**config.mk**
```make
export PLATFORM = sky130hd
export DESIGN_NAME = bank_queue_scheduler
export DESIGN_NICKNAME = d
export VERILOG_FILES = /design/src/rtl/bank_pkg.sv /design/src/rtl/teller_fsm.sv /design/src/rtl/bank_queue_scheduler.sv
export SDC_FILE = /design/constraint.sdc
export NUM_CORES = 1
export LEC_CHECK = 0
export ABC_AREA = 1
export CAP_MARGIN = 20
export CORE_MARGIN = 1.5
export CORE_UTILIZATION = 55
export CTS_CLUSTER_DIAMETER = 120
export DETAILED_ROUTE_END_ITERATION = 12
export PLACE_DENSITY_LB_ADDON = 0.2
export RECOVER_POWER = 100
export SLEW_MARGIN = 20
export SYNTH_ARGS = -nofsm -noshare
export SYNTH_HDL_FRONTEND = slang
export SYNTH_SLANG_ARGS = --single-unit
export TNS_END_PERCENT = 5
```
**constraint.sdc**
```tcl
create_clock -name clk -period 3.77 [get_ports clk]
set_input_delay 0.5655 -clock clk [delete_from_list [all_inputs] [get_ports clk]]
set_output_delay 0.5655 -clock clk [all_outputs]
set_load 0.05 [all_outputs]
```
**src/rtl/bank_pkg.sv**
```systemverilog
// Shared types and sizing for the bank queue scheduler.
package bank_pkg;

    typedef enum logic [1:0] {
        FREE    = 2'd0,
        CALL    = 2'd1,
        SERVING = 2'd2
    } teller_state_t;

    localparam int NUM_TELLERS = 3;
    localparam int QDEPTH      = 15;
    localparam int TICKET_W    = 8;

endpackage

```
**src/rtl/teller_fsm.sv**
```systemverilog
// One teller slot: FREE -> CALL on grant, CALL -> SERVING after CALL_CYCLES,
// SERVING -> FREE on the teller's done event.
module teller_fsm
    import bank_pkg::*;
#(
    parameter int CALL_CYCLES = 4
) (
    input  logic       clk,
    input  logic       reset,
    input  logic       grant,
    input  logic       done_ev,
    output logic [1:0] state,
    output logic       busy
);

    localparam int TW = (CALL_CYCLES > 1) ? $clog2(CALL_CYCLES) : 1;
    localparam logic [TW-1:0] LAST = TW'(CALL_CYCLES - 1);

    teller_state_t cur, nxt;
    logic [TW-1:0] timer, timer_nxt;

    // State and CALL timer registers.
    always_ff @(posedge clk or negedge reset) begin
        if (!reset) begin
            cur   <= FREE;
            timer <= '0;
        end else begin
            cur   <= nxt;
            timer <= timer_nxt;
        end
    end

    // Next state: done events outside SERVING are deliberately dropped.
    always_comb begin
        nxt       = cur;
        timer_nxt = timer;
        case (cur)
            FREE: begin
                if (grant) begin
                    nxt       = CALL;
                    timer_nxt = '0;
                end
            end
            CALL: begin
                if (timer == LAST) nxt = SERVING;
                else               timer_nxt = timer + 1'b1;
            end
            SERVING: begin
                if (done_ev) nxt = FREE;
            end
            default: nxt = FREE;
        endcase
    end

    assign state = cur;
    assign busy  = (cur != FREE);

endmodule

```
**src/rtl/bank_queue_scheduler.sv**
```systemverilog
// Bank queue controller: conditions the buttons, tracks the waiting count and
// tickets, and hands customers round-robin to the open tellers.
module bank_queue_scheduler
    import bank_pkg::*;
#(
    parameter int CALL_CYCLES = 4
) (
    input  logic                   clk,
    input  logic                   reset,
    input  logic                   arrive,
    input  logic [NUM_TELLERS-1:0] teller_done,
    input  logic [1:0]             tcount,
    output logic                   up,
    output logic                   down,
    output logic [3:0]             count,
    output logic                   full_flag,
    output logic                   empty_flag,
    output logic                   drop,
    output logic [NUM_TELLERS-1:0] teller_busy,
    output logic                   call_valid,
    output logic [1:0]             call_teller,
    output logic [TICKET_W-1:0]    call_ticket
);

    logic                   arr_s1, arr_s2, arr_s3, arr_ev;
    logic [NUM_TELLERS-1:0] done_s1, done_s2, done_s3, done_ev;
    logic [TICKET_W-1:0]    next_ticket, serve_ticket;
    logic [1:0]             last_grant;
    logic [NUM_TELLERS-1:0] tel_free, grant_vec;
    logic [1:0]             tel_state [NUM_TELLERS];
    logic                   accept, reject, dispatch, gnt_found;
    logic [1:0]             gnt_idx, idx;
    logic [3:0]             count_nxt;

    // Two-flop synchronizers followed by a registered rising-edge detect.
    always_ff @(posedge clk or negedge reset) begin
        if (!reset) begin
            arr_s1  <= 1'b0;
            arr_s2  <= 1'b0;
            arr_s3  <= 1'b0;
            arr_ev  <= 1'b0;
            done_s1 <= '0;
            done_s2 <= '0;
            done_s3 <= '0;
            done_ev <= '0;
        end else begin
            arr_s1  <= arrive;
            arr_s2  <= arr_s1;
            arr_s3  <= arr_s2;
            arr_ev  <= arr_s2 & ~arr_s3;
            done_s1 <= teller_done;
            done_s2 <= done_s1;
            done_s3 <= done_s2;
            done_ev <= done_s2 & ~done_s3;
        end
    end

    // Round-robin search starting after the last granted teller, open slots only.
    always_comb begin
        gnt_found = 1'b0;
        gnt_idx   = last_grant;
        idx       = '0;
        for (int k = 1; k <= NUM_TELLERS; k++) begin
            idx = 2'((int'(last_grant) + k) % NUM_TELLERS);
            if (!gnt_found && tel_free[idx] && (idx < tcount)) begin
                gnt_found = 1'b1;
                gnt_idx   = idx;
            end
        end
    end

    assign accept    = arr_ev && (count != 4'(QDEPTH));
    assign reject    = arr_ev && (count == 4'(QDEPTH));
    assign dispatch  = (count != 4'd0) && gnt_found;
    assign grant_vec = dispatch ? (NUM_TELLERS'(1) << gnt_idx) : '0;

    // Net count change; an accept and a dispatch in one cycle cancel out.
    always_comb begin
        count_nxt = count;
        case ({accept, dispatch})
            2'b10:   count_nxt = count + 4'd1;
            2'b01:   count_nxt = count - 4'd1;
            default: count_nxt = count;
        endcase
    end

    // Counters, tickets, pulses and the "now serving" registers.
    always_ff @(posedge clk or negedge reset) begin
        if (!reset) begin
            count        <= '0;
            up           <= 1'b0;
            down         <= 1'b0;
            drop         <= 1'b0;
            full_flag    <= 1'b0;
            empty_flag   <= 1'b1;
            call_valid   <= 1'b0;
            call_teller  <= '0;
            call_ticket  <= '0;
            next_ticket  <= '0;
            serve_ticket <= '0;
            last_grant   <= 2'd2;
        end else begin
            count      <= count_nxt;
            up         <= accept && !dispatch;
            down       <= dispatch && !accept;
            drop       <= reject;
            full_flag  <= (count_nxt == 4'(QDEPTH));
            empty_flag <= (count_nxt == 4'd0);
            call_valid <= dispatch;
            if (accept) next_ticket <= next_ticket + 1'b1;
            if (dispatch) begin
                last_grant   <= gnt_idx;
                call_teller  <= gnt_idx;
                call_ticket  <= serve_ticket;
                serve_ticket <= serve_ticket + 1'b1;
            end
        end
    end

    for (genvar i = 0; i < NUM_TELLERS; i++) begin : g_teller
        teller_fsm #(
            .CALL_CYCLES(CALL_CYCLES)
        ) u_teller (
            .clk    (clk),
            .reset  (reset),
            .grant  (grant_vec[i]),
            .done_ev(done_ev[i]),
            .state  (tel_state[i]),
            .busy   (teller_busy[i])
        );
        assign tel_free[i] = (tel_state[i] == FREE);
    end

endmodule

```
==> results.yml <==
placed_design:
  gp_congestion: 0.825
  place_area_mm2: 0.00306
  dpl.hpwl_um: 3390
  portBuffers: 30
synthesis:
  async_flop_share_pct: 100
  ys_types: 32
  post-synth-top-count-cell: "nand2_1"
  yosys-top-cells-area: "dfrtp_1, nand2_1, ha_1, inv_1, nand3_1"
  synth_top_area_share_pct: 50.9
  synth_edf_count: 0
  ys_seq_elements: 57
  synth_area_mm2: 0.00270
  yosys_warnings: 0
  syn_nets: 308
  synth_flop_cell: "dfrtp_1"
  synthCells: 284
  ys_seq_area_share_pct: 52.8
  synthTopCellsByCount: "nand2_1, dfrtp_1, inv_1"
  synth_area_per_cell_um2: 9.52
  synth_area_leader_cell: "dfrtp_1"
floorplan:
  dieArea_mm2: 0.00535
  die_y_um: 73.1
  core-area_mm2: 0.00472
  die_w_um: 73.1
  rows: 25
  start_util_pct: 57.2
  ios: 31
worst_setup_path:
  timing.rr.start: "call_teller[0]"
  start_kind: "flop"
  cp-end-kind: "flop"
  critical_path_required_ns: 4.03
  regToRegSetupSlack_ns: 0.40
  rr_worst_depth: 18
  path_max_fanout: 6
  crit_type: "reg -> reg"
  reg2reg_to: "full_flag"
  arrival_ns: 3.63
sta:
  finalCritPeriodShare_pct: 89.4
  rsz0062_at_grt: "no"
  relSlewSlack_pct: -14.2
  finClkSkew_ns: 0.00467
  report.final.slew_viol_count: 33
  finalCriticalPeriod_ns: 3.37
  tightest_slew_ns: 1.71
  finalHoldViolCount: 0
  fin_setup_tns_ns: 0
  setup_viol_count_final: 0
  hold_ws_ns: 0.348
  max_clock_freq_ghz: 0.297
clock_tree:
  post_cts_buffers: 0
  clock_latency_ns: 0.33
  cts_sinks: 57
  path_clk_slew_ns: 0.06
  cts_root_buf: "clkbuf_8"
  cts_tree: "built"
  clockBufferDepth: 2
  cts.repair.resized: 0
  cts_buffers: 9
  htreeDepth: 3
  cts_hold_buf: 0
drt:
  wire_per_inst_um: 12.1
  vias_per_cell: 4.84
  drt_first_iter_violations: 87
  drc_errors: 0
  num_vias: 1905
  drtAntennaViolNets: 0
  wirelength_um: 4750
  dr.pass1.iters: 4
hold_path:
  whs_endpoint: "arr_s2"
  whs_path_depth: 0
  min_from: "arr_s1"
  hp-class: "reg -> reg"
cells_and_area:
  antenna_cells: 0
  design_area_mm2: 0.00320
  nets: 346
  drive_gt1_share_pct: 10.7
  area_growth_pct: 18.5
  fin_util_pct: 67.8
global_route:
  grt-ovfl-total: 0
  antenna_found_initial: 0
  grt_pass1_wl_um: 8140
  grt_max_degree: 33
  grt_pass1_vias: 1902
  grt_use_total_pct: 20.8
status:
  failed_checks: "max-capacitance violations, max-slew violations"
  outcome: "complete, but fails checks"
run:
  cap_violations: 1
[cells in the final DEF, fill, tap and decap left out]
| master | netlist | routed |
|---|---|---|
| inv_2 | 5 | 5 |
| a21oi_2 | 1 | 1 |
| or2_2 | 1 | 1 |
| clkbuf_1 | 0 | 5 |
| clkinvlp_2 | 0 | 1 |
| o22ai_1 | 2 | 2 |
| fa_1 | 1 | 1 |
| bufinv_16 | 0 | 1 |
| xnor2_1 | 4 | 5 |
| nand3b_1 | 0 | 1 |
| nand4_1 | 4 | 4 |
| nor2_2 | 3 | 3 |
| o21ai_1 | 3 | 2 |
| nand3_4 | 1 | 1 |
| nor4_1 | 2 | 2 |
| nand3_2 | 6 | 2 |
| clkdlybuf4s50_1 | 0 | 2 |
| xor2_1 | 4 | 4 |
| dfstp_2 | 2 | 2 |
| clkinv_2 | 0 | 1 |
| a21oi_1 | 5 | 5 |
| clkbuf_8 | 0 | 12 |
| ha_1 | 15 | 15 |
| nand2_1 | 70 | 73 |
| nor2_1 | 19 | 19 |
| dfrtp_1 | 55 | 55 |
| nand2_2 | 4 | 1 |
| nor2_4 | 1 | 1 |
| dlygate4sd3_1 | 0 | 27 |
| buf_4 | 4 | 1 |
| nand3_1 | 16 | 20 |
| nand4_4 | 1 | 1 |
| nand2_4 | 1 | 1 |
| inv_1 | 37 | 37 |
| o21ai_0 | 12 | 13 |
[how the worst max path moves through the flow]
stage / start / to / slack [ns] / cells after the start
floorplan: call_teller[0] / full_flag / 0.64 / 19
global placement: tcount[1] / full_flag / 0.41 / 19
detailed placement: tcount[1] / full_flag / 0.30 / 19
CTS: call_teller[0] / full_flag / 0.42 / 18
global route: call_teller[0] / empty_flag / 0.07 / 15
finish: call_teller[0] / full_flag / 0.40 / 18
[cells by family (layout without fill, tap and decap cells)]
family / Yosys count / after routing / share of synthesized area (%)
AND/OR/NAND/NOR: 130 / 130 / 23.8
AO/OA/AOI/OAI: 23 / 23 / 4.49
XOR/XNOR: 9 / 9 / 3.19
flip-flops: 57 / 57 / 52.8
buffers and inverters: 49 / 92 / 8.01
adder cells (fa/ha/maj): 16 / 16 / 7.68
[worst max-delay path, stage by stage, from the launching register on]
cell        delay, ns
dfrtp_1          0.42
inv_1            0.10
ha_1             0.41
ha_1             0.30
a21oi_1          0.17
nand3_2          0.14
nand3b_1         0.17
nand2_4          0.06
clkinvlp_2       0.09
ha_1             0.23
ha_1             0.26
nand2_1          0.08
nand2_1          0.05
a21oi_1          0.16
o21ai_0          0.10
a21oi_1          0.15
xor2_1           0.25
nand2_1          0.08
nor2_1           0.09
[area by class of cell]
class	count	area, um2
clock buffer	14	173
inverter	43	163
fill	404	1520
tap	67	83.8
sequential	57	1430
multi-input combinational	178	1010
timing repair buffer	33	309
clock inverter	2	35.0
[state kept, by name, indices dropped and copies added, names as in the netlist, 2 cells and up]
register,flops
call_teller,2
call_ticket,8
count,4
done_ev,3
done_s1,3
done_s2,3
done_s3,3
g_teller.u_teller.state,6
g_teller.u_teller.timer,6
serve_ticket,8
[per-stage QoR]
| stage | setup WS [ns] | std cells |
|---|---|---|
| floorplan | 0.641 | 284 |
| global route | 0.0730 | 394 |
| CTS | 0.419 | 394 |
| global placement | 0.407 | 378 |
| detailed placement | 0.302 | 378 |
| finish | 0.399 | 394 |
[per-layer routing]
metal | global-route usage (%) | vias to the layer above | part of all wire, %
li1 | - | 966 | -
met1 | 24.3 | 905 | 44
met2 | 34.7 | 26 | 50
met3 | 7.18 | 8 | 4.0
met4 | 9.01 | 0 | 2.0
met5 | 0 | - | 0
Power is left out: the tool's default activity adds up to more than one toggle a clock period on the data nets, which glitch-free logic cannot reach.
